==> config.mk <==
export PLATFORM = sky130hd
export DESIGN_NAME = multiport_regfile
export DESIGN_NICKNAME = d
export VERILOG_FILES = /design/src/rtl/multiport_regfile_pkg.sv /design/src/rtl/regfile_rd_mux.sv /design/src/rtl/multiport_regfile.sv
export SDC_FILE = /design/constraint.sdc
export NUM_CORES = 2
export LEC_CHECK = 0
export CAP_MARGIN = 0
export CELL_PAD_IN_SITES_DETAIL_PLACEMENT = 0
export CELL_PAD_IN_SITES_GLOBAL_PLACEMENT = 1
export CORE_ASPECT_RATIO = 0.9
export CORE_MARGIN = 4
export CORE_UTILIZATION = 48
export CTS_CLUSTER_DIAMETER = 60
export DETAILED_ROUTE_END_ITERATION = 8
export HOLD_SLACK_MARGIN = 0.1
export PLACE_DENSITY = 0.87
export SYNTH_ARGS = -nofsm -noshare
export SYNTH_HDL_FRONTEND = slang
export SYNTH_SLANG_ARGS = --single-unit
==> constraint.sdc <==
create_clock -name clk -period 4.5 [get_ports clk]
set_clock_uncertainty 0.15 [all_clocks]
set_input_delay 0.9 -clock clk [delete_from_list [all_inputs] [get_ports clk]]
set_output_delay 0.9 -clock clk [all_outputs]
set_load 0.02 [all_outputs]
==> src/rtl/multiport_regfile_pkg.sv <==
// Shared types and default sizes for the multiport register file.
package multiport_regfile_pkg;

    typedef enum logic {
        CLEAR = 1'b0,
        RUN   = 1'b1
    } state_e;

    localparam int unsigned DATA_W_DEF = 32;
    localparam int unsigned ADDR_W_DEF = 5;

endpackage

==> src/rtl/regfile_rd_mux.sv <==
// One read port: zero-register masking, busy blanking and write-through bypass.
module regfile_rd_mux
    import multiport_regfile_pkg::*;
#(
    parameter int unsigned DATA_W   = DATA_W_DEF,
    parameter int unsigned ADDR_W   = ADDR_W_DEF,
    parameter int unsigned ZERO_REG = 1
) (
    input  logic              busy,
    input  logic [ADDR_W-1:0] ra,
    input  logic              we0,
    input  logic [ADDR_W-1:0] wa0,
    input  logic [DATA_W-1:0] wd0,
    input  logic              we1,
    input  logic [ADDR_W-1:0] wa1,
    input  logic [DATA_W-1:0] wd1,
    input  logic [DATA_W-1:0] stored,
    output logic [DATA_W-1:0] rd_c
);

    localparam bit ZERO_EN = (ZERO_REG != 0);

    // Port 1 bypass beats port 0 bypass beats the stored value
    always_comb begin
        rd_c = stored;
        if (busy || (ZERO_EN && (ra == '0))) begin
            rd_c = '0;
        end else if (we1 && (wa1 == ra)) begin
            rd_c = wd1;
        end else if (we0 && (wa0 == ra)) begin
            rd_c = wd0;
        end
    end

endmodule

==> src/rtl/multiport_regfile.sv <==
// Two-write, NRD-read register file with a power-up clear sequence and a
// registered debug read port.
module multiport_regfile
    import multiport_regfile_pkg::*;
#(
    parameter int unsigned DATA_W   = DATA_W_DEF,
    parameter int unsigned ADDR_W   = ADDR_W_DEF,
    parameter int unsigned NRD      = 2,
    parameter int unsigned ZERO_REG = 1
) (
    input  logic                  clk,
    input  logic                  reset,
    output logic                  busy,
    input  logic                  we0,
    input  logic                  we1,
    input  logic [ADDR_W-1:0]     wa0,
    input  logic [ADDR_W-1:0]     wa1,
    input  logic [DATA_W-1:0]     wd0,
    input  logic [DATA_W-1:0]     wd1,
    input  logic [NRD*ADDR_W-1:0] ra,
    output logic [NRD*DATA_W-1:0] rd,
    input  logic [ADDR_W-1:0]     dbg_addr,
    output logic [DATA_W-1:0]     dbg_data
);

    localparam int unsigned DEPTH   = 2 ** ADDR_W;
    localparam bit          ZERO_EN = (ZERO_REG != 0);

    state_e            state;
    state_e            state_next;
    logic [ADDR_W-1:0] clr_cnt;
    logic [ADDR_W-1:0] clr_cnt_next;
    logic              wr0_en;
    logic              wr1_en;
    logic [DATA_W-1:0] mem [DEPTH];

    always_ff @(posedge clk) begin
        if (reset) begin
            state   <= CLEAR;
            clr_cnt <= '0;
        end else begin
            state   <= state_next;
            clr_cnt <= clr_cnt_next;
        end
    end

    // Walk the clear counter over every address, then hand over to RUN
    always_comb begin
        state_next   = state;
        clr_cnt_next = clr_cnt;
        case (state)
            CLEAR: begin
                clr_cnt_next = clr_cnt + ADDR_W'(1);
                if (clr_cnt == ADDR_W'(DEPTH - 1)) begin
                    state_next = RUN;
                end
            end
            RUN: begin
                state_next = RUN;
            end
            default: begin
                state_next = CLEAR;
            end
        endcase
    end

    assign busy   = (state == CLEAR);
    assign wr0_en = we0 && !busy && !(ZERO_EN && (wa0 == '0));
    assign wr1_en = we1 && !busy && !(ZERO_EN && (wa1 == '0));

    // Port 1 is written last so it wins an address collision
    always_ff @(posedge clk) begin
        if (!reset) begin
            if (busy) begin
                mem[clr_cnt] <= '0;
            end else begin
                if (wr0_en) mem[wa0] <= wd0;
                if (wr1_en) mem[wa1] <= wd1;
            end
        end
    end

    always_ff @(posedge clk) begin
        if (reset) begin
            dbg_data <= '0;
        end else begin
            dbg_data <= mem[dbg_addr];
        end
    end

    for (genvar k = 0; k < int'(NRD); k++) begin : g_rd
        logic [ADDR_W-1:0] ra_k;
        assign ra_k = ra[k*ADDR_W +: ADDR_W];

        regfile_rd_mux #(
            .DATA_W   (DATA_W),
            .ADDR_W   (ADDR_W),
            .ZERO_REG (ZERO_REG)
        ) u_rd_mux (
            .busy   (busy),
            .ra     (ra_k),
            .we0    (we0),
            .wa0    (wa0),
            .wd0    (wd0),
            .we1    (we1),
            .wa1    (wa1),
            .wd1    (wd1),
            .stored (mem[ra_k]),
            .rd_c   (rd[k*DATA_W +: DATA_W])
        );
    end

endmodule

# After elaboration in Yosys (flattened, before gate mapping)
# Memory sizes are Yosys's and may differ from the RTL's. A register that Yosys moved wholly into a read port is not among the register bits.
# Cells that the tools add are included.
# totals
wordCells	49
register_bits	6
mem_count	1
ramBits	1024
output_inout_bits	97
# mem_list
name	words	word_bits	read_ports	rd_clocked_by_memory_dff	wr	line	rtl
mem	32	32	3	1	2	multiport_regfile.sv:35	logic [DATA_W-1:0] mem [DEPTH];
# op_classes
n_reduce_logical	17
mux	22
addsub	1
n_eq_ne	5
bitwise	1
# op_table
operator	n
32-bit 2-to-1 mux	7
32-bit OR reduction	1
5-bit equality test	4
5-bit logical NOT	4
1-bit 2-to-1 mux	13
1-bit logical AND	8
5-bit by 1-bit adder with 5-bit output, second input constant	1
5-bit equality test, second input constant	1
5-bit 2-to-1 mux	1
1-bit logical NOT	2
1-bit logical OR	2
1-bit case mux with 2 select lines	1
1-bit inverter	1

# Depth between registers and ports, before layout
# depth
ltp_word	9
depth_mapped	9

# Cells and area by module
# From an unflattened synthesis, not the netlist that was laid out.
# unflattened
cells_unflattened	4985
area_unflattened_um2	70299.9
# modules_own_cells
mod	cells_each	area_each_um2	seq_area_each_um2	n_inst
multiport_regfile	4631	67727.5	31510.2	1
regfile_rd_mux	177	1286.2	0.0	2

# Worst setup path before layout
# Ideal clock, no wire load.
# synth_timing
kind	in2reg
from	in wa0[3]
to	mem mem[14][0] in the netlist's numbering (enable)
slack_ns	-0.068
n_path_buf	3
cell_stages	8
t_arrival_ns	3.985
setup_time_ns	0.433
required_time_ns	3.917
path_cell_list	buf_2 or4_1 o21a_1 buf_6 buf_6 o32ai_1 nand2_1 o22ai_1
# synth_rtl
item	line	rtl
start: declaration	multiport_regfile.sv:16	input logic [ADDR_W-1:0] wa0,
end: declaration	multiport_regfile.sv:35	

# Final worst setup path
# layout_timing
from	in wa0[2]
to	out rd[19]
# layout_via
elab_chain_len	5
# layout_lines
item	line	rtl
5-bit equality test	regfile_rd_mux.sv:30	end else if (we0 && (wa0 == ra)) begin
1-bit logical AND	regfile_rd_mux.sv:30	
32-bit 2-to-1 mux	regfile_rd_mux.sv:30	
32-bit 2-to-1 mux	regfile_rd_mux.sv:28	end else if (we1 && (wa1 == ra)) begin
32-bit 2-to-1 mux	regfile_rd_mux.sv:26	if (busy || (ZERO_EN && (ra == '0))) begin
end: declaration	multiport_regfile.sv:21	output logic [NRD*DATA_W-1:0] rd,
# No other way between the ends.

==> results.json <==
{
  "status": "finished with violations",
  "violations": "setup timing",
  "timing.final.hold_violations": 0,
  "worst_slack_ns": -0.0139,
  "antenna_found_initial": 7,
  "relSlewSlack": 0.257,
  "crit_arrival_ns": 3.46,
  "syn-cell-area_um2": 68500,
  "cts-buffers-inserted": 121,
  "dpl.cell_count": 7060,
  "multi_input_area_um2": 34500,
  "rsz0062_at_grt": "yes",
  "drc": 0,
  "vias_per_cell": 7.48,
  "synth.ff_latch_count": 1062,
  "fmax_mhz": 222,
  "cts_buffer_depth": 3,
  "fp.dieH_um": 366,
  "fill_cells": 10767,
  "vias": 54598,
  "synth_area_leaders": "edfxtp_1, mux4_2, o21ai_0, nand2_1, clkbuf_1",
  "drt_first_pass_iters": 7,
  "grt_pass1_vias": 52716,
  "peakVddDrop_mv": 0.338,
  "io_pins": 190,
  "fp-row-count": 131,
  "core_area_um2": 142000,
  "path_common_cell": "clkdlybuf4s50_1",
  "min_from": "reset",
  "postPlaceCellArea_um2": 75700,
  "synth_fp_nets": 5408,
  "syn_to_final_growth_pct": 16.5,
  "first_iter_violations": 10117,
  "die_w_um": 406,
  "fin_crit_sh": 1.00,
  "ys_warn_count": 0,
  "async_reset_ff_frac": 0,
  "drive_above_1_share": 0.309,
  "tightest_slew_ns": 1.11,
  "reg2reg_depth": 8,
  "insertion_delay_ns": 0.79,
  "routed_wl_um": 273000,
  "hold_depth": 2,
  "post-place-ws_ns": -0.568,
  "clk_pin_slew_ns": 0.06,
  "use_met1": 0.458,
  "crit_chain": "clkdlybuf4s50_1 -> xor2_1 -> nor4_4 -> buf_4 -> nand3_4 -> buf_8 -> nand4_1 -> nand3_1 -> clkdlybuf4s50_1",
  "critPathCaptureType": "primary output",
  "required_ns": 3.45,
  "timing.rr.start": "state",
  "cts_sinks": 1062,
  "fin_tns_setup_ns": -0.0325,
  "r2r-end": "mem[4][24]",
  "place_hpwl_um": 168000,
  "wire_per_inst_um": 37.4,
  "ys.flop_type": "edfxtp_1",
  "maxCapViolCount": 0,
  "leakage_nw": 24.0,
  "busiest_layer": "met2",
  "numPortBuffers": 189,
  "slowest_stage": "clkdlybuf4s50_1",
  "finalNonFillerCells": 7295,
  "p_total_mw": 23.5,
  "critical_path.top_delay_family": "buffers and inverters",
  "crit_path_start_kind": "primary input",
  "grt_use_met3": 0.179,
  "synth_edf_count": 1024,
  "grt_overflow": 0,
  "cp_max_fo": 28,
  "gp_congestion": 0.972,
  "design_area_um2": 79800,
  "cts_hold_buf": 0,
  "seq_area_um2": 31500,
  "critPathMaxStageDelay_ns": 0.60,
  "mostFrequentLayoutCells": "nand2_1, edfxtp_1, o21ai_0, mux4_2, buf_4",
  "synthDistinctLibCells": 54,
  "critPathBufInv": 4,
  "ff2ff_setup_slack_ns": 1.01,
  "synth_area_per_cell_um2": 12.9,
  "crit_type": "in -> out",
  "utilization": 0.563,
  "ant_nets": 0,
  "setup_violations": 4,
  "period_minus_slack_ns": 4.51,
  "netlist_instances": 5313,
  "h-tree-depth": 3,
  "grt_max_degree": 65,
  "final_common_cell": "nand2_1",
  "finalNetCount": 5418,
  "die_area_um2": 149000,
  "worstHoldEndpoint": "dbg_data[24]",
  "grtUsageTotal": 0.363,
  "drv_slew": 0,
  "grt_pass1_wl_um": 385000,
  "hold_ws_ns": 0.393,
  "yosysTopAreaCellShare": 0.449,
  "hp-class": "in -> reg",
  "tritoncts": "done",
  "gr-usage-met2": 0.498,
  "synth-seq-area-share": 0.460,
  "p_per_area_nw_per_um2": 294,
  "cts_root_buf": "clkbuf_16",
  "yosysTopAreaCell": "edfxtp_1",
  "start_util": 0.483
}
[repair_timing]
| action | 4_1_cts | 5_1_grt |
|---|---|---|
| setup endpoints to repair | 62 | 19 |
| gates cloned | 0 | 1 |
| setup buffers | 0 | 1 |
| resized for setup | 55 | 23 |
| pin swaps | 1 | 3 |
[flip-flops by register name, summed over array words and instances (netlist names)]
signal and flops:
mem 1024, dbg_data 32, clr_cnt 5, state 1
[worst max path at each step]
stage                       from    endpoint  slack [ns]  depth (start not counted)
after floorplan           wa0[3]  mem[14][0]       -0.07                          8
after global placement    wa0[2]      rd[20]       -0.61                          9
after detailed placement  wa0[2]      rd[10]       -0.57                          8
after CTS                 wa0[2]       rd[3]       0.003                          8
after global routing      wa0[4]      rd[19]       -0.04                          8
final                     wa0[2]      rd[19]       -0.01                          9
[where the power goes]
group          leakage (nW)  switching, mW  internal (mW)
sequential             8.44         0.0562           10.8
combinational          13.6           1.36           1.15
clock                  1.93           4.36           5.75
[cells in the mapped netlist (all sizes together) (2+ instances only)]
library cell,count
xnor2,14
nor2,61
a32oi,64
buf,222
nand2,1038
nand2b,5
nand3,66
o22ai,15
xor2,9
nand3b,3
nand4b,63
nand4,65
clkbuf,511
nor4,5
o21ba,2
or4,4
o21ai,996
ha,2
o2111ai,2
mux4,954
or2,6
and3,3
inv,38
a21oi,4
dfxtp,38
o21bai,16
nor3,19
a31oi,2
mux2i,47
o21a,2
nor2b,2
edfxtp,1024
[routing by layer]
layer,vias up,routed length (µm)
met5,-,37
met4,6,21800
met3,1322,54900
met2,5849,112000
met1,26433,83900
li1,20988,-
[cell type report]
type	instances	area share
flip-flops and latches	1062	0.395
clock buffers	154	0.0408
repair buffers	620	0.0913
multi-input cells	3480	0.433
inverters	38	0.00179
well taps	1862	0.0292
diodes	9	0.000282
clock inverters	70	0.00919
[cells by family after synthesis]
logic type,synth area share
muxes,0.321
DFF,0.460
adders and majority gates,0.000365
xor gates and xnor gates,0.00294
and+or+nand+nor,0.0838
AOI/OAI and AO/OA,0.0865
buffers and inverters,0.0459
No activity file was read; power rests on OpenSTA's default activity.
